File: config.mk
export PLATFORM = sky130hd
export DESIGN_NAME = modbus_bus_arbiter
export DESIGN_NICKNAME = d
export VERILOG_FILES = /design/src/rtl/modbus_bus_arbiter.sv
export SDC_FILE = /design/constraint.sdc
export NUM_CORES = 1
export LEC_CHECK = 0
export CAP_MARGIN = 20
export CORE_MARGIN = 8
export CORE_UTILIZATION = 43
export CTS_CLUSTER_DIAMETER = 50
export DETAILED_ROUTE_END_ITERATION = 10
export DONT_BUFFER_PORTS = 1
export GPL_TIMING_DRIVEN = 1
export HOLD_SLACK_MARGIN = 0.08
export PLACE_DENSITY = 0.65
export SETUP_SLACK_MARGIN = 0.05
export SLEW_MARGIN = 20
export SYNTH_ARGS = -nofsm -noshare
export SYNTH_HDL_FRONTEND = slang
export SYNTH_SLANG_ARGS = --single-unit
File: constraint.sdc
create_clock -name clk -period 4.7 [get_ports clk]
set_input_delay 0.705 -clock clk [delete_from_list [all_inputs] [get_ports clk]]
set_output_delay 0.705 -clock clk [all_outputs]
set_load 0.01 [all_outputs]
File: src/rtl/modbus_bus_arbiter.sv
// modbus_bus_arbiter: two-master, one-slave round-robin arbiter for the 16-bit MODBUS register bus.
// The grant is held until the slave acks; a watchdog completes hung transfers with ERRDATA.
module modbus_bus_arbiter #(
  parameter int unsigned TMOSIZE = 8,
  parameter logic [15:0] ERRDATA = 16'hFFFF
) (
  input  logic        clk,
  input  logic        reset,
  input  logic        m0_valid,
  input  logic        m0_iswrite,
  input  logic [15:0] m0_addr,
  input  logic [15:0] m0_wdata,
  output logic [15:0] m0_rdata,
  output logic        m0_ack,
  input  logic        m1_valid,
  input  logic        m1_iswrite,
  input  logic [15:0] m1_addr,
  input  logic [15:0] m1_wdata,
  output logic [15:0] m1_rdata,
  output logic        m1_ack,
  output logic        s_valid,
  output logic        s_iswrite,
  output logic [15:0] s_addr,
  output logic [15:0] s_wdata,
  input  logic [15:0] s_rdata,
  input  logic        s_ack,
  output logic        busy,
  output logic        owner,
  output logic        tmo_err,
  output logic [7:0]  tmo_count
);

  typedef enum logic [1:0] {
    S_IDLE = 2'd0,
    S_BUSY = 2'd1,
    S_DONE = 2'd2
  } state_t;

  localparam logic [TMOSIZE-1:0] WDOG_MAX = {TMOSIZE{1'b1}};
  localparam logic [TMOSIZE-1:0] WDOG_ONE = {{(TMOSIZE-1){1'b0}}, 1'b1};

  state_t             state_q, state_d;
  logic               owner_q, owner_d;
  logic               s_valid_q, s_valid_d;
  logic               s_iswrite_q, s_iswrite_d;
  logic [15:0]        s_addr_q, s_addr_d;
  logic [15:0]        s_wdata_q, s_wdata_d;
  logic [15:0]        m0_rdata_q, m0_rdata_d;
  logic [15:0]        m1_rdata_q, m1_rdata_d;
  logic               m0_ack_q, m0_ack_d;
  logic               m1_ack_q, m1_ack_d;
  logic               tmo_err_q, tmo_err_d;
  logic [7:0]         tmo_count_q, tmo_count_d;
  logic [TMOSIZE-1:0] wdog_q, wdog_d;
  logic               busy_q, busy_d;
  logic               gnt_idx;
  logic               sel_valid;

  // Only the granted master's valid is watched while a transfer is open.
  assign sel_valid = owner_q ? m1_valid : m0_valid;

  // Next-state and next-output logic for the arbitration FSM.
  always_comb begin
    state_d     = state_q;
    owner_d     = owner_q;
    s_valid_d   = s_valid_q;
    s_iswrite_d = s_iswrite_q;
    s_addr_d    = s_addr_q;
    s_wdata_d   = s_wdata_q;
    m0_rdata_d  = m0_rdata_q;
    m1_rdata_d  = m1_rdata_q;
    m0_ack_d    = 1'b0;
    m1_ack_d    = 1'b0;
    tmo_err_d   = 1'b0;
    tmo_count_d = tmo_count_q;
    wdog_d      = wdog_q;
    gnt_idx     = 1'b0;

    case (state_q)
      S_IDLE: begin
        if (m0_valid || m1_valid) begin
          // On contention the master that did not win last time goes first.
          gnt_idx     = (m0_valid && m1_valid) ? ~owner_q : m1_valid;
          owner_d     = gnt_idx;
          s_valid_d   = 1'b1;
          s_iswrite_d = gnt_idx ? m1_iswrite : m0_iswrite;
          s_addr_d    = gnt_idx ? m1_addr : m0_addr;
          s_wdata_d   = gnt_idx ? m1_wdata : m0_wdata;
          wdog_d      = WDOG_MAX;
          state_d     = S_BUSY;
        end else begin
          state_d = S_IDLE;
        end
      end
      S_BUSY: begin
        if (s_ack) begin
          s_valid_d = 1'b0;
          if (owner_q) begin
            m1_ack_d   = 1'b1;
            m1_rdata_d = s_iswrite_q ? m1_rdata_q : s_rdata;
          end else begin
            m0_ack_d   = 1'b1;
            m0_rdata_d = s_iswrite_q ? m0_rdata_q : s_rdata;
          end
          state_d = S_DONE;
        end else if (wdog_q == '0) begin
          s_valid_d   = 1'b0;
          tmo_err_d   = 1'b1;
          tmo_count_d = (tmo_count_q == 8'hFF) ? tmo_count_q : tmo_count_q + 8'd1;
          if (owner_q) begin
            m1_ack_d   = 1'b1;
            m1_rdata_d = ERRDATA;
          end else begin
            m0_ack_d   = 1'b1;
            m0_rdata_d = ERRDATA;
          end
          state_d = S_DONE;
        end else if (!sel_valid) begin
          s_valid_d = 1'b0;
          state_d   = S_DONE;
        end else begin
          wdog_d = wdog_q - WDOG_ONE;
        end
      end
      S_DONE: begin
        state_d = S_IDLE;
      end
      default: begin
        s_valid_d = 1'b0;
        state_d   = S_IDLE;
      end
    endcase

    busy_d = (state_d != S_IDLE);
  end

  // State and output registers; reset drops every output immediately.
  always_ff @(posedge clk or negedge reset) begin
    if (!reset) begin
      state_q     <= S_IDLE;
      owner_q     <= 1'b1;
      s_valid_q   <= 1'b0;
      s_iswrite_q <= 1'b0;
      s_addr_q    <= 16'h0000;
      s_wdata_q   <= 16'h0000;
      m0_rdata_q  <= 16'h0000;
      m1_rdata_q  <= 16'h0000;
      m0_ack_q    <= 1'b0;
      m1_ack_q    <= 1'b0;
      tmo_err_q   <= 1'b0;
      tmo_count_q <= 8'h00;
      wdog_q      <= '0;
      busy_q      <= 1'b0;
    end else begin
      state_q     <= state_d;
      owner_q     <= owner_d;
      s_valid_q   <= s_valid_d;
      s_iswrite_q <= s_iswrite_d;
      s_addr_q    <= s_addr_d;
      s_wdata_q   <= s_wdata_d;
      m0_rdata_q  <= m0_rdata_d;
      m1_rdata_q  <= m1_rdata_d;
      m0_ack_q    <= m0_ack_d;
      m1_ack_q    <= m1_ack_d;
      tmo_err_q   <= tmo_err_d;
      tmo_count_q <= tmo_count_d;
      wdog_q      <= wdog_d;
      busy_q      <= busy_d;
    end
  end

  assign m0_rdata  = m0_rdata_q;
  assign m0_ack    = m0_ack_q;
  assign m1_rdata  = m1_rdata_q;
  assign m1_ack    = m1_ack_q;
  assign s_valid   = s_valid_q;
  assign s_iswrite = s_iswrite_q;
  assign s_addr    = s_addr_q;
  assign s_wdata   = s_wdata_q;
  assign busy      = busy_q;
  assign owner     = owner_q;
  assign tmo_err   = tmo_err_q;
  assign tmo_count = tmo_count_q;

endmodule
==> results.py <==
metrics = {
    "outcome": {
        "status": "completed",
    },
    "synth": {
        "synth_async_sr_flop_share": 1.00,
        "netlist_area_mm2": 0.00389,
        "synth_top_area_share": 0.566,
        "syn-num-nets": 421,
        "synth.yosys.warnings": 0,
        "yosysTopAreaCell": "dfrtp_1",
        "synth_cells": 332,
        "synth_edf_count": 0,
        "synth-seq-cells": 89,
        "synth-main-ff-cell": "dfrtp_1",
        "synth.distinct_cells": 39,
        "synth_seq_area_share": 0.572,
        "synth_area_leaders": "dfrtp_1, o32a_2, mux2i_1",
        "synth_area_per_cell_um2": 11.7,
    },
    "sta": {
        "tns_ns": 0,
        "hold_slack_ns": 0.183,
        "period_share": 0.485,
        "slew_violations": 0,
        "fmax_mhz": 439,
        "worstMarginPinSlew_ns": 0.650,
        "rsz0062_at_grt": "false",
        "hold_violations": 0,
        "fin_skew_ns": 0.0127,
        "final.min_clock_period_ns": 2.28,
        "setup_viol": 0,
        "slew_headroom": 0.567,
    },
    "die": {
        "row_count": 34,
        "fp.dieW_um": 111,
        "start_util": 0.444,
        "die_h_um": 111,
        "die_area_mm2": 0.0124,
        "ios": 166,
        "core_mm2": 0.00876,
    },
    "global_route": {
        "grt_max_degree": 89,
        "grt_pass1_wl_um": 14900,
        "grt-ovfl-total": 0,
        "track_usage": 0.148,
        "grt_pass1_vias": 2681,
        "antenna_found_initial": 0,
    },
    "cts": {
        "cts_resized": 0,
        "cts-buffers-inserted": 9,
        "post_cts_buffers": 0,
        "clockRootBuffer": "clkbuf_8",
        "cts_max_level": 3,
        "cts_tree": "yes",
        "cts.sinks": 89,
        "cts_hold_buffers": 1,
        "path_clk_slew_ns": 0.10,
        "worst_skew_pair.late_latency_ns": 0.35,
        "cts_buffer_depth": 2,
    },
    "finish": {
        "syn_to_final_growth_pct": 7.58,
        "nets": 414,
        "final_cell_mix": "dfrtp_1, nor2_1, a21oi_1",
        "finish.utilization": 0.478,
        "final_cells": 438,
        "diodes": 0,
        "drive_gt1_frac": 0.191,
        "layout_commonest_cell": "dfrtp_1",
    },
    "worst_setup_path": {
        "critPathRequiredTime_ns": 4.99,
        "path_max_fanout": 16,
        "start_kind": "flop",
        "rr_worst_depth": 6,
        "r2r_end": "m0_rdata[3]",
        "r2r_slack_ns": 2.42,
        "critPathKind": "reg2reg",
        "cp-end-kind": "flop",
        "arrival_ns": 2.57,
        "rr_startpoint": "wdog_q[0]",
    },
    "placement": {
        "hpwl_um": 6820,
        "post-place-cells": 421,
        "place.gp.congestion": 0.775,
        "io_buffers": 0,
    },
    "pwr": {
        "p_per_area_mw_per_mm2": 664,
        "peakVddDrop_mv": 0.247,
        "leakage_nw": 1.72,
    },
    "route": {
        "via_per_inst": 5.91,
        "drt_iter0_drc": 152,
        "drc_errors": 0,
        "ant_nets": 0,
        "drt_pass1_iterations": 4,
        "num_vias": 2588,
        "wire_per_inst_um": 21.9,
        "totalWireLength_um": 9610,
    },
    "worst_hold_path": {
        "min_path_type": "in2async",
    },
    "flow_run": {
        "drv_cap": 0,
    },
}
==> Yosys cell counts, types with 2 or more instances <==
cell type and instances:
xor2_1 5, buf_2 5, nand2_1 10, o32a_2 30
nor2_1 42, nor3b_1 2, nand2b_1 4, or2_2 2
a31oi_1 3, mux2_2 2, o21ai_0 4, o21bai_1 4
dfrtp_1 88, a21oi_4 2, o2bb2ai_1 5, o32a_1 2
clkbuf_1 14, mux2i_1 33, nor3_1 3, nand3_1 4
ha_1 2, a21oi_1 42, nor4_1 4, buf_6 2
inv_1 4
==> metrics by stage <==
| step | instance area [µm²] | power, mW | worst slack (ns) |
|---|---|---|---|
| 6_report | 4190 | 2.78 | 2.42 |
| 5_1_grt | 4190 | 2.96 | 2.29 |
| 4_1_cts | 4190 | 2.83 | 2.40 |
| 3_5_place_dp | 3960 | 2.26 | 2.42 |
| 3_3_place_gp | 3960 | 2.22 | 2.47 |
| 2_1_floorplan | 3890 | 2.05 | 2.69 |
==> state kept, by name, summed over array words and instances (netlist names) <==
name	flops
m1_ack	1
tmo_err	1
state_q	2
wdog_q	8
busy	1
s_wdata	16
s_valid	1
m0_rdata	16
s_iswrite	1
m0_ack	1
tmo_count	8
m1_rdata	16
s_addr	16
owner	1
==> area by class of cell <==
cell class	count	area [µm²]
clock buffer	9	124
clock inverter	7	77.6
fill	792	4570
inverter	4	15.0
multi-input combinational	217	1560
sequential	89	2230
tap	108	135
timing repair buffer	4	50.0
==> report_power, final <==
part	internal [mW]	leakage, nW	switching (mW)
clock	0.253	0.106	0.285
sequential	1.10	1.01	0.429
combinational	0.319	0.604	0.396
==> per-layer routing <==
metal / vias up / track usage / wire, µm
met2: 135 / 0.232 / 4410
met1: 1230 / 0.169 / 3860
li1: 1214 / - / -
met5: - / 0 / 0
met3: 9 / 0.0774 / 1210
met4: 0 / 0.0480 / 136
==> worst max-delay path by stage <==
| stage | from | end | slack, ns | depth (start not counted) |
|---|---|---|---|---|
| 2_1_floorplan | wdog_q[0] | m1_rdata[10] | 2.69 | 7 |
| 3_3_place_gp | wdog_q[0] | m0_rdata[12] | 2.47 | 6 |
| 3_5_place_dp | wdog_q[0] | m0_rdata[3] | 2.42 | 6 |
| 4_1_cts | wdog_q[0] | m1_rdata[0] | 2.40 | 6 |
| 5_1_grt | wdog_q[0] | m0_rdata[3] | 2.29 | 6 |
| 6_report | wdog_q[0] | m0_rdata[3] | 2.42 | 6 |
==> cell families after synthesis <==
family | Yosys count | synth area share
DFF | 89 | 0.572
AOI/OAI and AO/OA | 97 | 0.193
xor gates and xnor gates | 5 | 0.0112
adders and majority gates | 2 | 0.00643
and+or+nand+nor | 78 | 0.0954
muxes | 35 | 0.0906
buffers and inverters | 26 | 0.0305
==> worst max-delay path: stages (launching register included) <==
cell and delay (ns):
dfrtp_1 0.38, inv_1 0.09, ha_1 0.22, or3b_2 0.49
or3_4 0.38, a21oi_4 0.42, o32a_2 0.24
Note: power is estimated with default switching activity, not from simulation.
